### config.mk
export PLATFORM = sky130hd
export DESIGN_NAME = cache_req_arbiter
export DESIGN_NICKNAME = d
export VERILOG_FILES = /design/src/rtl/cache_req_arbiter_pkg.sv /design/src/rtl/cache_req_arbiter_rr_arbiter.sv /design/src/rtl/cache_req_arbiter.sv
export SDC_FILE = /design/constraint.sdc
export NUM_CORES = 1
export LEC_CHECK = 0
export ABC_AREA = 0
export CORE_ASPECT_RATIO = 0.75
export CORE_MARGIN = 10
export CORE_UTILIZATION = 44
export CTS_BUF_LIST = sky130_fd_sc_hd__clkbuf_8
export DETAILED_ROUTE_END_ITERATION = 8
export PLACE_DENSITY = 0.83
export RECOVER_POWER = 100
export SYNTH_ARGS = -nofsm -noshare
export SYNTH_HDL_FRONTEND = slang
export SYNTH_SLANG_ARGS = --single-unit
### constraint.sdc
create_clock -name clk -period 4.44 [get_ports clk]
set_clock_uncertainty 0.05 [all_clocks]
set_input_delay 0.888 -clock clk [delete_from_list [all_inputs] [get_ports clk]]
set_output_delay 0.888 -clock clk [all_outputs]
set_load 0.03 [all_outputs]
### src/rtl/cache_req_arbiter_pkg.sv
`default_nettype none
// ============================================================================
// Module      : cache_req_arbiter_pkg
// Description : Shared command codes and FSM state encoding for the cache
//               request arbiter and the cache it fronts.
// Revision    : 1.0 - initial release
// ============================================================================
package cache_req_arbiter_pkg;

  localparam logic [1:0] CMD_IDLE  = 2'b00;
  localparam logic [1:0] CMD_READ  = 2'b01;
  localparam logic [1:0] CMD_WRITE = 2'b10;

  typedef enum logic [2:0] {
    ST_IDLE     = 3'd0,
    ST_WR_WAIT  = 3'd1,
    ST_WR_PUSH  = 3'd2,
    ST_RD_ISSUE = 3'd3,
    ST_RD_WAIT  = 3'd4,
    ST_RESP     = 3'd5
  } state_e;

endpackage
`default_nettype wire

### src/rtl/cache_req_arbiter_rr_arbiter.sv
`default_nettype none
// ============================================================================
// Module      : cache_req_arbiter_rr_arbiter
// Description : Combinational round-robin pick: first set request bit at or
//               above the pointer, wrapping. Pointer storage lives in parent.
// Revision    : 1.0 - initial release
// ============================================================================
module cache_req_arbiter_rr_arbiter
  import cache_req_arbiter_pkg::*;
#(
  parameter int NREQ = 4,
  parameter int IDXW = 2
) (
  input  logic [NREQ-1:0] req,
  input  logic [IDXW-1:0] ptr,
  output logic [NREQ-1:0] gnt,
  output logic [IDXW-1:0] gnt_idx,
  output logic            gnt_any
);

  // Scan NREQ candidates starting at ptr; the first pending one wins.
  always_comb begin : p_pick
    logic [IDXW-1:0] cand;
    gnt     = '0;
    gnt_idx = '0;
    gnt_any = 1'b0;
    cand    = '0;
    for (int i = 0; i < NREQ; i++) begin
      cand = IDXW'((int'(ptr) + i) % NREQ);
      if (!gnt_any && req[cand]) begin
        gnt_any   = 1'b1;
        gnt_idx   = cand;
        gnt[cand] = 1'b1;
      end
    end
  end

endmodule
`default_nettype wire

### src/rtl/cache_req_arbiter.sv
`default_nettype none
// ============================================================================
// Module      : cache_req_arbiter
// Description : Round-robin sharing of one cache port between NREQ
//               requesters, one transaction in flight at a time.
// Revision    : 1.0 - initial release
// ============================================================================
module cache_req_arbiter
  import cache_req_arbiter_pkg::*;
#(
  parameter int NREQ = 4,
  parameter int DW   = 12,
  parameter int PIDW = 4,
  parameter int TMO  = 255
) (
  input  logic                 clk,
  input  logic                 rst,
  input  logic [NREQ-1:0]      req_valid,
  input  logic [2*NREQ-1:0]    req_cmd,
  input  logic [DW*NREQ-1:0]   req_data,
  input  logic [PIDW*NREQ-1:0] req_pid,
  output logic [NREQ-1:0]      req_ack,
  output logic [NREQ-1:0]      rsp_valid,
  output logic [DW-1:0]        rsp_data,
  output logic                 rsp_fault,
  output logic [1:0]           c_cmd,
  output logic [DW-1:0]        c_datain,
  output logic [PIDW-1:0]      c_pid,
  output logic                 c_datavalid,
  input  logic                 c_wd,
  input  logic                 c_pagefault,
  input  logic [DW-1:0]        c_dataout,
  input  logic                 c_outvalid,
  output logic                 busy
);

  localparam int              IDXW     = (NREQ > 1) ? $clog2(NREQ) : 1;
  localparam logic [7:0]      TMO_LAST = 8'(TMO - 1);
  localparam logic [IDXW-1:0] LAST_IDX = IDXW'(NREQ - 1);

  state_e          state_q, state_d;
  logic [IDXW-1:0] rr_ptr_q, rr_ptr_d;
  logic [IDXW-1:0] owner_q, owner_d;
  logic [DW-1:0]   data_q, data_d;
  logic [PIDW-1:0] pid_q, pid_d;
  logic [DW-1:0]   rsp_data_q, rsp_data_d;
  logic            rsp_fault_q, rsp_fault_d;
  logic [7:0]      tmo_cnt_q, tmo_cnt_d;

  logic [NREQ-1:0] gnt_oh;
  logic [IDXW-1:0] gnt_idx;
  logic            gnt_any;
  logic            tmo_hit;

  logic [1:0]      cmd_arr  [NREQ];
  logic [DW-1:0]   data_arr [NREQ];
  logic [PIDW-1:0] pid_arr  [NREQ];

  for (genvar i = 0; i < NREQ; i++) begin : g_unpack
    assign cmd_arr[i]  = req_cmd[2*i +: 2];
    assign data_arr[i] = req_data[DW*i +: DW];
    assign pid_arr[i]  = req_pid[PIDW*i +: PIDW];
  end

  cache_req_arbiter_rr_arbiter #(
    .NREQ (NREQ),
    .IDXW (IDXW)
  ) u_rr (
    .req     (req_valid),
    .ptr     (rr_ptr_q),
    .gnt     (gnt_oh),
    .gnt_idx (gnt_idx),
    .gnt_any (gnt_any)
  );

  // Last waiting cycle before the cache is given up on.
  assign tmo_hit = (tmo_cnt_q == TMO_LAST);

  // State and owner registers; reset drops any transaction without a response.
  always_ff @(posedge clk) begin
    if (rst) begin
      state_q     <= ST_IDLE;
      rr_ptr_q    <= '0;
      owner_q     <= '0;
      data_q      <= '0;
      pid_q       <= '0;
      rsp_data_q  <= '0;
      rsp_fault_q <= 1'b0;
      tmo_cnt_q   <= '0;
    end else begin
      state_q     <= state_d;
      rr_ptr_q    <= rr_ptr_d;
      owner_q     <= owner_d;
      data_q      <= data_d;
      pid_q       <= pid_d;
      rsp_data_q  <= rsp_data_d;
      rsp_fault_q <= rsp_fault_d;
      tmo_cnt_q   <= tmo_cnt_d;
    end
  end

  // Next state: grant/latch in IDLE, walk the cache handshake, stage response.
  always_comb begin
    state_d     = state_q;
    rr_ptr_d    = rr_ptr_q;
    owner_d     = owner_q;
    data_d      = data_q;
    pid_d       = pid_q;
    rsp_data_d  = rsp_data_q;
    rsp_fault_d = rsp_fault_q;
    tmo_cnt_d   = tmo_cnt_q;
    case (state_q)
      ST_IDLE: begin
        if (gnt_any) begin
          owner_d     = gnt_idx;
          data_d      = data_arr[gnt_idx];
          pid_d       = pid_arr[gnt_idx];
          rr_ptr_d    = (gnt_idx == LAST_IDX) ? '0 : gnt_idx + 1'b1;
          tmo_cnt_d   = '0;
          rsp_data_d  = '0;
          rsp_fault_d = 1'b0;
          case (cmd_arr[gnt_idx])
            CMD_WRITE: state_d = ST_WR_WAIT;
            CMD_READ:  state_d = ST_RD_ISSUE;
            default: begin
              state_d     = ST_RESP;
              rsp_fault_d = 1'b1;
            end
          endcase
        end
      end
      ST_WR_WAIT: begin
        if (c_wd) begin
          state_d = ST_WR_PUSH;
        end else if (tmo_hit) begin
          state_d     = ST_RESP;
          rsp_fault_d = 1'b1;
        end else begin
          tmo_cnt_d = tmo_cnt_q + 8'd1;
        end
      end
      ST_WR_PUSH: begin
        state_d     = ST_RESP;
        rsp_fault_d = 1'b0;
        rsp_data_d  = '0;
      end
      ST_RD_ISSUE: begin
        state_d   = ST_RD_WAIT;
        tmo_cnt_d = '0;
      end
      ST_RD_WAIT: begin
        // A page fault outranks data returned in the same cycle.
        if (c_pagefault) begin
          state_d     = ST_RESP;
          rsp_fault_d = 1'b1;
          rsp_data_d  = '0;
        end else if (c_outvalid) begin
          state_d     = ST_RESP;
          rsp_fault_d = 1'b0;
          rsp_data_d  = c_dataout;
        end else if (tmo_hit) begin
          state_d     = ST_RESP;
          rsp_fault_d = 1'b1;
          rsp_data_d  = '0;
        end else begin
          tmo_cnt_d = tmo_cnt_q + 8'd1;
        end
      end
      ST_RESP:  state_d = ST_IDLE;
      default:  state_d = ST_IDLE;
    endcase
  end

  // Outputs decoded from state; cache bus and response are zero when unused.
  always_comb begin
    req_ack     = '0;
    rsp_valid   = '0;
    rsp_data    = '0;
    rsp_fault   = 1'b0;
    c_cmd       = CMD_IDLE;
    c_datain    = '0;
    c_pid       = '0;
    c_datavalid = 1'b0;
    busy        = (state_q != ST_IDLE);
    case (state_q)
      ST_IDLE: begin
        if (!rst) req_ack = gnt_oh;
      end
      ST_WR_WAIT: begin
        c_cmd    = CMD_WRITE;
        c_datain = data_q;
        c_pid    = pid_q;
      end
      ST_WR_PUSH: begin
        c_cmd       = CMD_WRITE;
        c_datain    = data_q;
        c_pid       = pid_q;
        c_datavalid = 1'b1;
      end
      ST_RD_ISSUE, ST_RD_WAIT: begin
        c_cmd    = CMD_READ;
        c_datain = data_q;
        c_pid    = pid_q;
      end
      ST_RESP: begin
        rsp_valid[owner_q] = 1'b1;
        rsp_data           = rsp_data_q;
        rsp_fault          = rsp_fault_q;
      end
      default: ;
    endcase
  end

endmodule
`default_nettype wire

==> results of run 1 <==
[state kept, by name (all words and copies together), names as in the netlist]
name,count
owner_q,2
rsp_fault_q,1
state_q,3
rsp_data_q,12
rr_ptr_q,2
pid_q,4
tmo_cnt_q,8
data_q,12
[cell families after synthesis]
group                    count (synthesis)
AO/OA/AOI/OAI                          114
XOR/XNOR                                 8
multiplexers                            28
AND/OR/NAND/NOR                        147
buffers and inverters                   35
adder cells (fa/ha/maj)                 11
flip-flops                              44
[per-layer routing]
metal  GRT usage  share of wire  vias to the layer above
met4      0.0405          0.012                        0
li1            -              -                     1688
met2       0.324           0.48                      146
met5           0              0                        -
met1       0.262           0.44                     1695
met3      0.0384          0.069                       12
[layout by cell type, fill, tap and decap left out, types with 4 or more instances in the layout]
cell type	instances
nand3_1	20
clkdlybuf4s50_1	91
a221oi_1	4
a211oi_1	8
nand2b_1	7
and3_1	14
inv_1	6
a22oi_1	17
dlygate4sd3_1	38
ha_1	11
clkbuf_2	4
dfxtp_1	44
a21oi_1	29
nor3b_1	4
nor2_1	52
nand2_1	9
mux2i_1	7
o21ai_0	24
a221o_1	16
buf_4	12
xnor2_1	8
mux2_1	14
and2_1	16
clkbuf_8	5
nor3_1	5
[cell type report]
class	instances	area [um^2]	area share
inverters	7	26.3	0.00569
flip-flops and latches	44	881	0.191
clock buffers	5	68.8	0.0149
clock inverters	2	12.5	0.00271
well taps	98	123	0.0266
repair buffers	147	1410	0.305
multi-input cells	308	2100	0.454
[power by group through the flow]
stage / Combinational, mW / Clock, mW / Sequential (mW)
after floorplan: 1.14 / 0 / 0.578
after global placement: 1.57 / 0 / 0.619
after detailed placement: 1.60 / 0 / 0.625
after CTS: 1.61 / 0.241 / 0.615
after global routing: 1.72 / 0.254 / 0.639
final: 1.57 / 0.237 / 0.618
[path summary, 6_finish.rpt]
path,start,end,slack (ps),cells after the start
max,req_valid[1],req_ack[3],250,9
min,data_q[1],data_q[1],430,1
max reg2reg,rr_ptr_q[1],rsp_fault_q,420,11
min reg2reg,data_q[1],data_q[1],430,1
[stage by stage]
| stage | instances | util | power [mW] | instance area, um^2 | worst slack (ps) |
|---|---|---|---|---|---|
| finish | 611 | 0.672 | 2.42 | 4620 | 251 |
| global placement | 604 | 0.663 | 2.19 | 4550 | 287 |
| global route | 611 | 0.672 | 2.61 | 4620 | 98.1 |
| CTS | 611 | 0.675 | 2.47 | 4630 | 356 |
| floorplan | 387 | - | 1.72 | 3130 | 600 |
| detailed placement | 604 | 0.663 | 2.23 | 4550 | 216 |
==> impl_results.md, run 1 <==
- I/O Buffers: 133
- Horiz. Die Dim: 117 um
- Number of global-route vias before repair: 3339
- Row count: 26
- Synth Area in Adders: 0.0440
- Max Clk Rate: approximately 240 MHz
- DP HPWL: between 8000 and 9000 um
- Worst Setup End Kind: output pin
- Largest family of logic cells by synthesized area: compound AO/OA/AOI/OAI gates
- Largest cells by area after synthesis: dfxtp_1 28%, nor2_1 6.2%, a221o_1 5.1%
- P per Cell Area: 525 nW/um^2
- Slowest stage cell, crit path: dlygate4sd3_1
- Die height: 93.1 um
- Initial antenna violation count: 0
- Crit path DAT: approximately 3300 ps
- Fin crit share: 0.944
- Max stage delay on crit path: approximately 700 ps
- CTS Hold Buffers Added: 0
- I/O pins: roughly 130
- Starting Density: 0.456
- CTS Buffer Depth: 2
- Clk Tree Root Cell: clkbuf_8
- RSZ-0062 raised after global routing: no
- Max-slew violation count: 0
- Synth Area in XOR/XNOR: 0.0224
- DRT iter0 DRCs: around 250
- Synth warn: 0
- Simple-Gate Fraction of Synth Area: 0.239
- Crit path required time: 3500 ps
- Flops & latches, synth: 44
- Largest net degree at the start of global routing: 28
- Distinct cell type count after synthesis: 52
- Routed wire length: approximately 11000 um
- Share of layout cells above drive strength 1: 0.0702
- Mapped Area: approximately 3100 um^2
- Die area: ~11000 um^2
- Post-DRT Antenna Nets: 0
- Commonest cells post-synth: 52 x nor2_1, 44 x dfxtp_1, 29 x a21oi_1, 24 x o21ai_0, 23 x clkbuf_1
- N_diodes: 0
- Worst path cell trace: dlygate4sd3_1, mux4_2, nor2b_1, buf_4, a22oi_1, nor2_1, a221oi_1, nor2_1, clkbuf_2
- CP Launch Type: input port
- EDFF count, synth: 0
- Post-synth top area cell: dfxtp_1
- Crit-path max FO: 14
- Vias: about 3500
- Final hold viol count: 0
- Area growth from synthesis to layout: 47.4%
- Resized cells post-CTS: 0
- Mean routed wirelength per cell: 18.3 um
- Clock Sink Count: 44
- Seq/Total Area, Yosys: 0.281
- Delay-heaviest family, CP: buffers and inverters
- Internal: around 1.3 mW
- Clk pwr share: 0.098
- Area of the core: roughly 6900 um^2
- Synth Flop Type: dfxtp_1
- Global placement routability congestion: 0.916
- Avg Vias per Cell: about 5.8
- Switching fraction of total power: 0.473
- Final nets: just over 600
- CTS tree: done
- Status: finished, final reports clean
- Async SR Flop Fraction: 0
- Top-count cell post-synth: nor2_1
- Post-route setup TNS: 0 ps
- Comb pwr share: 0.647
- Maximum vdd drop: around 270 uV
- Syn nets: about 490
- Overflow after GRT: 0
- Skew-Pair Late Insertion Delay: ~290 ps
- Residual DRC: 0
- Min Tclk post-route: between 4000 and 5000 ps
- Complex-gate fraction of the synthesized area: 0.253
- Leakage: around 1.8 nW
- Rel. slew slack: 0.240
- Max-Cap Viols: 0
- Worst Hold Class: register to register
- Setup violators final: 0
- Mux cell area share after synthesis: 0.110
- FILL cells: 579
- Setup Fix Bufs, Post-CTS: 0
- Post-Syn Area per Cell: just over 8 um^2
- Fin Hold WS: approximately 430 ps
- Num CTS Buffers: 5
- Synth top area share: 0.281
- Worst Path Buf+Inv: 3
- Initial DRT Pass Iterations: 5
- Cell mode on critical path: nor2_1
- Setup Crit Path Kind: input port to output pin
- Sw Pwr: about 1.1 mW
- First-pass GRT wire length: roughly 18000 um
- Clock transition at the registers of the reported paths: around 80 ps
- H-tree depth: 2
- Cells after Synth: ~390
- Slew at the pin closest to its max-slew limit: 1140 ps
- GR Util All Layers: 0.197
- Sequential power share: 0.255
No activity file was read; power rests on OpenSTA's default activity.
==> inputs of run 2 (changes only) <==
--- a/config.mk
+++ b/config.mk
@@ -13,6 +13,7 @@
 export DETAILED_ROUTE_END_ITERATION = 8
 export PLACE_DENSITY = 0.83
 export RECOVER_POWER = 100
+export SLEW_MARGIN = 30
 export SYNTH_ARGS = -nofsm -noshare
 export SYNTH_HDL_FRONTEND = slang
 export SYNTH_SLANG_ARGS = --single-unit
==> constraint.sdc (replaced) <==
create_clock -name clk -period 4.44 [get_ports clk]
set_clock_uncertainty 0.05 [all_clocks]
set_input_delay 0.666 -clock clk [delete_from_list [all_inputs] [get_ports clk]]
set_output_delay 0.666 -clock clk [all_outputs]
set_load 0.03 [all_outputs]
==> run 2 against run 1 <==
  * Count of clock-buffer cells in the layout unchanged
  * Non-clock buffer count is 4 lower
  * Sequential power is essentially flat
  * Critical path type unchanged
  * Highest routed layer unchanged
==> impl_results.md, run 2 (synthesis gave the netlist of run 1 again) <==
- Register Area: 882 um^2 (+0.14%)
- Leakage: 1.84 nW (about the same)
- Pre-CTS WS: 326 ps (+109 ps)
- Setup Crit Path Kind: input port to output pin
- Crit-path max FO: 13 (-1)
- P per Cell Area: 540 nW/um^2 (+2.8%)
- GR Util All Layers: 0.200 (+0.00363)
- CTS Buffer Depth: 2 (unchanged)
- Internal: 1.33 mW (+3.9%)
- Starting Density: 0.456 (unchanged)
- Sequential power share: 0.248 (-0.007)
- Clk Tree Root Cell: clkbuf_8
- Horiz. Die Dim: 117 um (unchanged)
- Delay-heaviest family, CP: buffers and inverters
- DRT iter0 DRCs: 196 (-21%)
- Most frequent cells in the layout: 91 x clkdlybuf4s50_1, 51 x nor2_1, 43 x dfxtp_1, 42 x dlygate4sd3_1, 29 x a21oi_1
- Area growth from synthesis to layout: 48.0%
- Avg Vias per Cell: 5.74 (-0.95%)
- Biggest regs: data_q: 12 flops, rsp_data_q: 12 flops, tmo_cnt_q: 8 flops
- Sw Pwr: 1.17 mW (+2.2%)
- Global placement routability congestion: 0.871 (-4.9%)
- Final nets: 613 (-0.65%)
- First-pass GRT wire length: 18300 um (+1.1%)
- Max Clk Rate: 241 MHz (+1.0%)
- Worst Setup End Kind: output pin
- Status: finished, final reports clean
- Rel. slew slack: 0.391 (+0.151)
- Slowest stage cell, crit path: dlygate4sd3_1
- Critical path depth in cells: 7 (-2)
- Crit path DAT: 3430 ps (+180 ps)
- Maximum vdd drop: 397 uV (+48%)
- Routed wire length: 11400 um (+1.8%)
- H-tree depth: 2 (unchanged)
- Number of global-route vias before repair: 3454 (+3.4%)
- RSZ-0062 raised after global routing: no
- Post-route setup TNS: 0 ps (unchanged)
- Initial DRT Pass Iterations: 5 (unchanged)
- DP HPWL: 8790 um (+2.1%)
- Worst path cell trace: clkdlybuf4s50_1, or3b_2, a2111o_1, nand3_1, a221oi_1, nor2_1, dlygate4sd3_1
- I/O pins: 134 (unchanged)
- Min Tclk post-route: 4150 ps (-42.7 ps)
- Clock transition at the registers of the reported paths: 90 ps (about the same)
- Row count: 26 (unchanged)
- Share of layout cells above drive strength 1: 0.0529 (-0.0172)
- Comb pwr share: 0.622 (-0.025)
- Initial antenna violation count: 0 (unchanged)
- Final hold viol count: 0 (unchanged)
- Worst Path Buf+Inv: 2 (-1)
- Num CTS Buffers: 5 (unchanged)
- Residual DRC: 0 (unchanged)
- Post-DRT Antenna Nets: 0 (unchanged)
- Switching fraction of total power: 0.469 (-0.00413)
- Setup violators final: 0 (unchanged)
- Die height: 93.1 um (unchanged)
- Largest net degree at the start of global routing: 28 (unchanged)
- N_diodes: 0 (unchanged)
- Commonest non-fill, non-tap cell in the layout: clkdlybuf4s50_1
- I/O Buffers: 133 (unchanged)
- Worst Hold Class: register to register
- Crit path required time: 3720 ps (+220 ps)
- Vias: 3490 (-1.4%)
- Die area: 10900 um^2 (unchanged)
- Max-Cap Viols: 0 (unchanged)
- Worst Hold Depth: 1 (unchanged)
- Clk pwr share: 0.130 (+0.032)
- CTS tree: done
- FILL cells: 590 (+1.9%)
- CP Launch Type: input port
- Worst r2r path cells: 11 (unchanged)
- Multi-input logic area: 2090 um^2 (-0.42%)
- Overflow after GRT: 0 (unchanged)
- Fin crit share: 0.934 (-0.00963)
- Slew at the pin closest to its max-slew limit: 911 ps (-225 ps)
- Final setup margin: 293 ps (+42.8 ps)
- Mean routed wirelength per cell: 18.7 um (+2.3%)
- Max-slew violation count: 0 (unchanged)
- Area of the core: 6860 um^2 (unchanged)
- Clock Sink Count: 44 (unchanged)
- Skew-Pair Late Insertion Delay: 300 ps (about the same)
- Max stage delay on crit path: 750 ps (+50 ps)
## run 2: cell count changes in the layout (fill, tap and decap cells not counted), moves of 2 or more
cell           delta
dlygate4sd3_1     +4
clkbuf_2          -4
buf_4             -4
mux2_1            +2
## run 2: path summary, 6_finish.rpt
| kind | start | endpoint | slack [ps] |
|---|---|---|---|
| worst min register to register | pid_q[0] | pid_q[0] | 440 |
| worst max-delay path | req_valid[2] | req_ack[0] | 290 |
| worst max register to register | rr_ptr_q[1] | rsp_fault_q | 600 |
| worst min-delay path | pid_q[0] | pid_q[0] | 440 |
## run 2: area by class of cell
class | count | share of cell area
clock buffer | 5 | 0.0149
clock inverter | 3 | 0.00999
inverter | 7 | 0.00567
multi-input combinational | 308 | 0.451
sequential | 44 | 0.190
tap | 98 | 0.0265
timing repair buffer | 143 | 0.302
## run 2: power groups by stage
| stage | Combinational, mW | Clock [mW] | Sequential, mW |
|---|---|---|---|
| 2_1_floorplan | 1.14 | 0 | 0.578 |
| 3_3_place_gp | 1.56 | 0 | 0.616 |
| 3_5_place_dp | 1.60 | 0 | 0.626 |
| 4_1_cts | 1.62 | 0.328 | 0.616 |
| 5_1_grt | 1.71 | 0.346 | 0.637 |
| 6_report | 1.55 | 0.326 | 0.620 |
## run 2: layer usage
metal	vias to the layer above	global-route usage	wire length, um
li1	1673	-	-
met1	1660	0.257	5060
met2	141	0.338	5470
met3	16	0.0426	650
met4	0	0.0457	182
met5	-	0	0
## run 2: through the flow
| stage | hold slack, ps | std cells | utilization | instance area (um^2) | total power [mW] |
|---|---|---|---|---|---|
| 2_1_floorplan | 397 | 387 | - | 3130 | 1.72 |
| 3_3_place_gp | 411 | 600 | 0.660 | 4530 | 2.17 |
| 3_5_place_dp | 413 | 600 | 0.662 | 4540 | 2.23 |
| 4_1_cts | 440 | 608 | 0.678 | 4660 | 2.56 |
| 5_1_grt | 464 | 608 | 0.675 | 4630 | 2.69 |
| 6_report | 436 | 608 | 0.675 | 4630 | 2.50 |
## run 2: repair_timing
action | in CTS | in global routing
hold buffers | 0 | 0
resized for setup | 0 | 1
endpoints found under the setup margin | 0 | 1
setup buffers | 0 | 0
